==> src/rtl/wfifo_pack_if.sv <==
// Handshake bundle between a write-beat source / word reader and wfifo_pack_sc.
interface wfifo_pack_if #(
   parameter int IN_W  = 8,
   parameter int RATIO = 2,
   parameter int DEPTH = 256
);
   localparam int OUT_W  = IN_W * RATIO;
   localparam int CNT_W  = $clog2(DEPTH + 1);
   localparam int LANE_W = $clog2(RATIO);

   logic              fifo_flush;
   logic              fifo_wr_en;
   logic [IN_W-1:0]   fifo_wr_data;
   logic              fifo_full;
   logic              fifo_rd_en;
   logic [OUT_W-1:0]  fifo_rd_data;
   logic              fifo_empty;
   logic [CNT_W-1:0]  fifo_cnt;
   logic              fifo_afull;
   logic              fifo_aempty;
   logic [LANE_W-1:0] fifo_lane;
   logic              fifo_ovf;
   logic              fifo_udf;

   modport master (
      output fifo_flush, fifo_wr_en, fifo_wr_data, fifo_rd_en,
      input  fifo_full, fifo_rd_data, fifo_empty, fifo_cnt, fifo_afull,
             fifo_aempty, fifo_lane, fifo_ovf, fifo_udf
   );

   modport slave (
      input  fifo_flush, fifo_wr_en, fifo_wr_data, fifo_rd_en,
      output fifo_full, fifo_rd_data, fifo_empty, fifo_cnt, fifo_afull,
             fifo_aempty, fifo_lane, fifo_ovf, fifo_udf
   );
endinterface

==> src/rtl/wfifo_pack_sc.sv <==
// Single-clock write FIFO that packs RATIO beats of IN_W bits into one stored word,
// with fill level, threshold flags, synchronous flush and sticky error flags.
module wfifo_pack_sc #(
   parameter int IN_W      = 8,
   parameter int RATIO     = 2,
   parameter int DEPTH     = 256,
   parameter int AF_THRESH = DEPTH - 4,
   parameter int AE_THRESH = 4,
   parameter bit MSB_FIRST = 1'b0
) (
   input  logic        fifo_clk,
   input  logic        rst_n,
   wfifo_pack_if.slave fifo
);
   localparam int PTR_W  = $clog2(DEPTH);
   localparam int CNT_W  = $clog2(DEPTH + 1);
   localparam int LANE_W = $clog2(RATIO);

   typedef logic [RATIO-1:0][IN_W-1:0] word_t;

   // NOTE: the storage array has no reset; only pointers and count are cleared,
   // which is what makes its contents unobservable and lets it map onto RAM.
   word_t mem [DEPTH];

   logic [PTR_W-1:0]  wr_ptr_q, wr_ptr_d;
   logic [PTR_W-1:0]  rd_ptr_q, rd_ptr_d;
   logic [CNT_W-1:0]  cnt_q, cnt_d;
   logic [LANE_W-1:0] lane_q, lane_d;
   word_t             pack_q, pack_d;
   word_t             rd_data_q, rd_data_d;
   logic              ovf_q, ovf_d;
   logic              udf_q, udf_d;

   logic              full, empty;
   logic              wr_acc, rd_acc, commit;
   logic [LANE_W-1:0] slot;
   word_t             word_asm;

   // NOTE: every signal assigned here gets a value on every path (defaults
   // first), so no latches are inferred.
   always_comb begin
      full     = (cnt_q == CNT_W'(DEPTH));
      empty    = (cnt_q == '0);
      wr_acc   = fifo.fifo_wr_en && !full && !fifo.fifo_flush;
      rd_acc   = fifo.fifo_rd_en && !empty && !fifo.fifo_flush;
      commit   = wr_acc && (lane_q == LANE_W'(RATIO - 1));
      slot     = MSB_FIRST ? (LANE_W'(RATIO - 1) - lane_q) : lane_q;

      // The word written on commit already contains the completing beat.
      word_asm       = pack_q;
      word_asm[slot] = fifo.fifo_wr_data;

      pack_d    = wr_acc ? word_asm : pack_q;
      lane_d    = lane_q;
      if (wr_acc) lane_d = commit ? '0 : lane_q + LANE_W'(1);

      wr_ptr_d  = wr_ptr_q + PTR_W'(commit);
      rd_ptr_d  = rd_ptr_q + PTR_W'(rd_acc);
      rd_data_d = rd_acc ? mem[rd_ptr_q] : rd_data_q;

      cnt_d = cnt_q;
      case ({commit, rd_acc})
         2'b10:   cnt_d = cnt_q + CNT_W'(1);
         2'b01:   cnt_d = cnt_q - CNT_W'(1);
         default: cnt_d = cnt_q;
      endcase

      ovf_d = ovf_q | (fifo.fifo_wr_en & full);
      udf_d = udf_q | (fifo.fifo_rd_en & empty);

      // Flush wins over everything; stale packer bits are simply overwritten
      // lane by lane once fifo_lane restarts at 0.
      if (fifo.fifo_flush) begin
         wr_ptr_d = '0;
         rd_ptr_d = '0;
         cnt_d    = '0;
         lane_d   = '0;
         ovf_d    = 1'b0;
         udf_d    = 1'b0;
      end
   end

   // NOTE: sequential state uses non-blocking assignments only, so every flop
   // samples pre-edge values regardless of block ordering.
   always_ff @(posedge fifo_clk or negedge rst_n) begin
      if (!rst_n) begin
         wr_ptr_q  <= '0;
         rd_ptr_q  <= '0;
         cnt_q     <= '0;
         lane_q    <= '0;
         pack_q    <= '0;
         rd_data_q <= '0;
         ovf_q     <= 1'b0;
         udf_q     <= 1'b0;
      end else begin
         wr_ptr_q  <= wr_ptr_d;
         rd_ptr_q  <= rd_ptr_d;
         cnt_q     <= cnt_d;
         lane_q    <= lane_d;
         pack_q    <= pack_d;
         rd_data_q <= rd_data_d;
         ovf_q     <= ovf_d;
         udf_q     <= udf_d;
      end
   end

   always_ff @(posedge fifo_clk) begin
      if (commit) mem[wr_ptr_q] <= word_asm;
   end

   assign fifo.fifo_full    = full;
   assign fifo.fifo_empty   = empty;
   assign fifo.fifo_afull   = (cnt_q >= CNT_W'(AF_THRESH));
   assign fifo.fifo_aempty  = (cnt_q <= CNT_W'(AE_THRESH));
   assign fifo.fifo_cnt     = cnt_q;
   assign fifo.fifo_lane    = lane_q;
   assign fifo.fifo_rd_data = rd_data_q;
   assign fifo.fifo_ovf     = ovf_q;
   assign fifo.fifo_udf     = udf_q;
endmodule

==> src/flat_wrapper.sv <==
// flat-port wrapper written by rule: the top's interface ports become plain ports
module wfifo_pack_sc_flat 
#(
   parameter int IN_W      = 8,
   parameter int RATIO     = 2,
   parameter int DEPTH     = 256,
   parameter int AF_THRESH = DEPTH - 4,
   parameter int AE_THRESH = 4,
   parameter bit MSB_FIRST = 1'b0
)
  (fifo_clk, rst_n, fifo_fifo_flush, fifo_fifo_wr_en, fifo_fifo_wr_data, fifo_fifo_rd_en, fifo_fifo_full, fifo_fifo_rd_data, fifo_fifo_empty, fifo_fifo_cnt, fifo_fifo_afull, fifo_fifo_aempty, fifo_fifo_lane, fifo_fifo_ovf, fifo_fifo_udf);
  wfifo_pack_if #(.IN_W(IN_W), .RATIO(RATIO), .DEPTH(DEPTH)) fifo_i ();
  input  logic fifo_clk;
  input  logic rst_n;
  input wire logic [$bits(fifo_i.fifo_flush)-1:0] fifo_fifo_flush;
  input wire logic [$bits(fifo_i.fifo_wr_en)-1:0] fifo_fifo_wr_en;
  input wire logic [$bits(fifo_i.fifo_wr_data)-1:0] fifo_fifo_wr_data;
  input wire logic [$bits(fifo_i.fifo_rd_en)-1:0] fifo_fifo_rd_en;
  output wire logic [$bits(fifo_i.fifo_full)-1:0] fifo_fifo_full;
  output wire logic [$bits(fifo_i.fifo_rd_data)-1:0] fifo_fifo_rd_data;
  output wire logic [$bits(fifo_i.fifo_empty)-1:0] fifo_fifo_empty;
  output wire logic [$bits(fifo_i.fifo_cnt)-1:0] fifo_fifo_cnt;
  output wire logic [$bits(fifo_i.fifo_afull)-1:0] fifo_fifo_afull;
  output wire logic [$bits(fifo_i.fifo_aempty)-1:0] fifo_fifo_aempty;
  output wire logic [$bits(fifo_i.fifo_lane)-1:0] fifo_fifo_lane;
  output wire logic [$bits(fifo_i.fifo_ovf)-1:0] fifo_fifo_ovf;
  output wire logic [$bits(fifo_i.fifo_udf)-1:0] fifo_fifo_udf;
  assign fifo_i.fifo_flush = fifo_fifo_flush;
  assign fifo_i.fifo_wr_en = fifo_fifo_wr_en;
  assign fifo_i.fifo_wr_data = fifo_fifo_wr_data;
  assign fifo_i.fifo_rd_en = fifo_fifo_rd_en;
  assign fifo_fifo_full = fifo_i.fifo_full;
  assign fifo_fifo_rd_data = fifo_i.fifo_rd_data;
  assign fifo_fifo_empty = fifo_i.fifo_empty;
  assign fifo_fifo_cnt = fifo_i.fifo_cnt;
  assign fifo_fifo_afull = fifo_i.fifo_afull;
  assign fifo_fifo_aempty = fifo_i.fifo_aempty;
  assign fifo_fifo_lane = fifo_i.fifo_lane;
  assign fifo_fifo_ovf = fifo_i.fifo_ovf;
  assign fifo_fifo_udf = fifo_i.fifo_udf;
  wfifo_pack_sc #(.IN_W(IN_W), .RATIO(RATIO), .DEPTH(DEPTH), .AF_THRESH(AF_THRESH), .AE_THRESH(AE_THRESH), .MSB_FIRST(MSB_FIRST)) u_core (.fifo_clk(fifo_clk), .rst_n(rst_n), .fifo(fifo_i));
endmodule
==> config.mk <==
export PLATFORM = sky130hd
export DESIGN_NAME = wfifo_pack_sc_flat
export DESIGN_NICKNAME = d
export VERILOG_FILES = /design/src/rtl/wfifo_pack_if.sv /design/src/rtl/wfifo_pack_sc.sv /design/src/flat_wrapper.sv
export SDC_FILE = /design/constraint.sdc
export NUM_CORES = 2
export LEC_CHECK = 0
export ABC_CLOCK_PERIOD_IN_PS = 4400
export BUFFER_PORTS_ARGS = -buffer_cell sky130_fd_sc_hd__buf_4
export CORE_MARGIN = 1.5
export CORE_UTILIZATION = 35
export DETAILED_ROUTE_END_ITERATION = 6
export PLACE_DENSITY_LB_ADDON = 0.12
export SYNTH_ARGS = -nofsm -noshare
export SYNTH_HDL_FRONTEND = slang
export SYNTH_SLANG_ARGS = --single-unit
==> constraint.sdc <==
create_clock -name fifo_clk -period 4.4 [get_ports fifo_clk]
set_clock_uncertainty 0.05 [all_clocks]
set_input_delay 0.66 -clock fifo_clk [delete_from_list [all_inputs] [get_ports fifo_clk]]
set_output_delay 0.66 -clock fifo_clk [all_outputs]
set_load 0.02 [all_outputs]
Word-level counts from Yosys, hierarchy flattened:

Memory sizes are Yosys's and may differ from the RTL's. A register that Yosys moved wholly into a read port is not among the register bits.
Index checks and enable logic that the tools add are counted.
W data, S select, Z words.

* word-level logic and storage cells: 52
* memories kept: 1
* input bits: 13
* register bits after elaboration: 44
* memory bits (writable): 4096
* output and inout port bits: 32

* add/subtract/negate cells: 5
* equal/unequal tests: 3
* bitwise gates (word level): 4
* multiplexer cells: 14
* $lt $le $gt $ge: 4
* reductions and logical operators: 13

Memories
* u_core.mem: depth 256, width 16, read ports 1, clocked after memory_dff 1, write ports 1, line wfifo_pack_sc.sv:23 `word_t mem [DEPTH];`

Operator list (count)
* $mux W8: 3
* $pmux W9 S2: 1
* $add A8 B1 Y8: 2
* $bwmux W16: 1
* $add A9 B1 Y9 const B: 1
* $eq A9 B9 Y1 const B: 1
* $ge A9 B8 Y1 const B: 1
* $le A9 B3 Y1 const B: 1
* $logic_not A9 Y1: 1
* $mux W9: 1
* $sub A9 B1 Y9 const B: 1
* $demux W8 S1: 1
* $mux W1: 7
* $logic_and A1 B1 Y1: 6
* $logic_not A1 Y1: 4
* $reduce_bool A3 Y1: 1
* $and A1 B1 Y1: 2
* $eq A2 B1 Y1 const B: 1
* $eq A2 B2 Y1 const B: 1
* $lt A1 B2 Y1 const B: 1
* $or A1 B1 Y1: 2
* $reduce_bool A2 Y1: 1
* $add A1 B1 Y1 const B: 1
* $ge A1 B1 Y1 const B: 1

Logic depth before layout (Yosys ltp):

* depth after elaboration: 8
* mapped depth: 13
* depth with buffers taken out: 11

Least setup slack after synthesis:

Ideal clock, no wire load.

* path kind: register -> register
* start point: reg u_core.lane_q, in the netlist u_core.fifo.fifo_lane
* end point: mem u_core.mem[0][6] in the netlist's numbering (data pin)
* required time: 3793 ps
* slack: 714 ps
* path buffers: 2
* cell stages (with the launch flop): 4
* library setup time: 557 ps
* arrival time: 3079 ps
* period minus slack after synthesis: 3686 ps
* path through: dfrtp_1 > clkbuf_1 > buf_1 > mux2_2

RTL lines
* from (decl): line wfifo_pack_sc.sv:28 `logic [LANE_W-1:0] lane_q, lane_d;`
* from (signal assigned): line wfifo_pack_sc.sv:99 `lane_q <= lane_d;`
* to (decl): line wfifo_pack_sc.sv:23

==> results.py <==
metrics = {
    "timing": {
        "rsz0062_at_grt": "false",
        "setup_viol": 0,
        "finalHoldViolations": 0,
        "maxSlewViolCount": 49,
        "tns_ps": 0,
        "worstMarginPinSlew_ps": 1570,
        "slew_headroom": -0.0462,
        "period_share": 0.992,
        "max_freq_mhz": 229,
        "period_needed_ps": 4370,
    },
    "synthesis": {
        "syn_avg_cell_area_sq_um": 20.8,
        "syn_area_sq_um": 161000,
        "synth_ff_type": "edfxtp_1",
        "yosys_warnings": 0,
        "synth-edff-count": 4096,
        "synth-async-reset-ratio": 0.0144,
        "syn_nets": 7784,
        "synth_seq_cells": 4156,
        "yosysUniqueCellTypes": 79,
        "synthCells": 7764,
        "ys_seq_area_frac": 0.771,
    },
    "cts": {
        "cts_buffers": 443,
        "clk_pin_slew_ps": 60,
        "htree_levels": 5,
        "cts_buffer_depth": 4,
        "clock-root-buffer": "clkbuf_16",
        "cts_num_sinks": 4156,
        "post-cts-setup-buffers": 0,
        "cts_tree": "done",
        "clk_latency_ps": 1030,
    },
    "run_status": {
        "failed_checks": "DRC, capacitance limit, slew limit",
        "outcome": "finished, violations left",
    },
    "die": {
        "rows": 249,
        "dieArea_sq_um": 466000,
        "initial_utilization": 0.351,
        "die_x_um": 682,
        "die_h_um": 682,
        "core_area_sq_um": 460000,
        "io_pins": 45,
    },
    "final_layout": {
        "postLayoutCellArea_sq_um": 189000,
        "fin_nets": 8609,
        "post-route-util": 0.412,
        "final_cell_mix": "4096 x edfxtp_1, 754 x mux4_2, 721 x buf_4, 652 x mux2i_1, 451 x clkbuf_16",
        "drive_gt1_frac": 0.278,
        "syn_to_final_growth_pct": 17.1,
        "layout_commonest_cell": "edfxtp_1",
    },
    "setup_path": {
        "max_stage_delay_ps": 770,
        "cp-start-kind": "flip-flop",
        "critPathKind": "flip-flop to flip-flop",
        "crit_path_frequent_cell": "buf_4",
        "endpoint_kind": "flip-flop",
        "slowest_stage": "dfrtp_4",
        "worst-path-buf-inv": 3,
        "critPathArrivalTime_ps": 5270,
        "cp.required_ps": 5310,
        "crit_fanout": 39,
        "cp_cell_sequence": "nand2_4 > buf_12 > buf_4 > o221ai_1 > o22ai_1 > o21ai_1 > nand3_1 > a2111oi_1 > buf_4 > nand4b_1",
        "crit_family": "compound AO/OA/AOI/OAI gates",
    },
    "flow_run": {
        "cap_violations": 1,
    },
    "drt": {
        "ant_nets": 0,
        "wl_met2_mm": 259,
        "remaining_drc_errors": 12,
        "met3RoutedLength_mm": 36.8,
        "first_pass_iters": 7,
        "drt_iter0_drc": 10200,
        "vias_per_cell": 5.58,
        "maxUsedRoutingLayer": "met5",
        "finalWirelength_mm": 546,
        "vias": 84300,
        "drt-met1-wl_mm": 232,
        "wire_per_inst_um": 36.1,
    },
    "power_and_ir_drop": {
        "power_leakage_nw": 57.8,
        "p_per_area_nw_per_um2": 533,
        "vdd_drop_max_uv": 402,
    },
    "global_routing": {
        "grt_first_pass_wirelength_mm": 739,
        "grt_usage": 0.231,
        "grt_pass1_vias": 84500,
        "antenna_found_initial": 41,
        "grt_overflow": 0,
        "grt_max_degree": 120,
    },
    "placement": {
        "dpl_cell_area_sq_um": 175000,
        "numPortBuffers": 44,
        "hpwl_mm": 341,
        "gp_congestion": 0.871,
    },
    "hold_path": {
        "hp-class": "input port to asynchronous set/reset pin",
    },
}
[cells by family (layout without fill, tap and decap cells)]
logic type | after synthesis | after routing | share of synthesized area
flops | 4156 | 4156 | 0.771
mux | 1464 | 1464 | 0.150
compound gates | 917 | 917 | 0.0397
simple gates | 723 | 723 | 0.0198
buf+inv | 478 | 1666 | 0.0185
xor+xnor | 19 | 19 | 0.00103
fa+ha+maj | 7 | 7 | 0.000542
other cells | 0 | 11 | 0
[through the flow]
| stage | cells | total power [W] | worst slack (ps) | hold WS [ps] |
|---|---|---|---|---|
| 6_report | 15100 | 0.101 | 34.1 | 237 |
| 3_3_place_gp | 14300 | 0.0645 | -328 | 452 |
| 2_1_floorplan | 7764 | 0.0583 | 714 | 314 |
| 4_1_cts | 15100 | 0.102 | 91.6 | 202 |
| 5_1_grt | 15100 | 0.104 | 8.73 | 278 |
| 3_5_place_dp | 14300 | 0.0649 | -228 | 463 |
[final cells by class]
class | instances | area [sq um]
clock buffer | 552 | 11700
multi-input combinational | 3130 | 34800
inverter | 10 | 55.1
timing repair buffer | 848 | 7920
antenna | 11 | 27.5
tap | 6149 | 7690
fill | 40600 | 270000
clock inverter | 256 | 2440
sequential | 4156 | 125000
[state kept, by name, summed over array words and instances, names as in the netlist]
name,flops
u_core.fifo.fifo_cnt,9
u_core.fifo.fifo_lane,1
u_core.fifo.fifo_ovf,1
u_core.fifo.fifo_rd_data,16
u_core.fifo.fifo_udf,1
u_core.mem,4096
u_core.pack_q,16
u_core.rd_ptr_q,8
u_core.wr_ptr_q,8
[metal layers]
| layer | vias up | global-route usage |
|---|---|---|
| met1 | 46200 | 0.321 |
| met2 | 3113 | 0.373 |
| met5 | - | 0 |
| met4 | 6 | 0.0686 |
| met3 | 704 | 0.0382 |
| li1 | 34300 | - |
[synth_stat cells, drive strengths merged, types with 13 or more instances]
library cell,instances,area [sq um]
nor2b,20,125
a221oi,17,149
o211ai,13,97.6
mux4,754,17000
nand2,139,527
a22oi,23,173
dfrtp,60,1500
o22ai,164,1030
o311ai,13,114
mux2i,654,6550
nand3,37,185
a31oi,15,93.8
edfxtp,4096,123000
clkbuf,177,664
o31ai,13,97.6
mux2,56,631
a21oi,186,931
and2,20,125
a211oi,19,143
o21ai,108,541
nor2,350,1310
nor3,86,435
buf,291,2290
o221ai,276,2420
[power by group]
part / switching, W / leakage (nW) / internal, W / total [W]
Clock: 0.0157 / 6.90 / 0.0212 / 0.0369
Sequential: 0.000390 / 37.6 / 0.0481 / 0.0485
Combinational: 0.0104 / 13.3 / 0.00498 / 0.0154
Total: 0.0265 / 57.8 / 0.0742 / 0.101
[worst paths after layout]
check / startpoint / end / cells after the start / slack, ps
worst max-delay path: u_core.rd_ptr_q[1]$_DFF_PN0_ / u_core.fifo.fifo_rd_data[4]$_DFFE_PN0N_ / 10 / 30
worst min-delay path: rst_n / u_core.pack_q[12]$_DFFE_PN0N_ / 2 / 240
worst max register to register: u_core.rd_ptr_q[1]$_DFF_PN0_ / u_core.fifo.fifo_rd_data[4]$_DFFE_PN0N_ / 10 / 30
worst min register to register: u_core.fifo.fifo_ovf$_DFF_PN0_ / u_core.fifo.fifo_ovf$_DFF_PN0_ / 2 / 470
max in group asynchronous: rst_n / u_core.rd_ptr_q[1]$_DFF_PN0_ / 3 / 3190
min in group fifo_clk: fifo_fifo_wr_data[0] / u_core.pack_q[0]$_DFFE_PN0N_ / 3 / 400
[what timing repair did]
action,in CTS,in global routing
hold buffers,4,0
setup endpoints to repair,2,2
pin swaps,0,0
endpoints found under the hold margin,51,0
gates resized for setup,2,3
No activity file was read; power rests on OpenSTA's default activity.
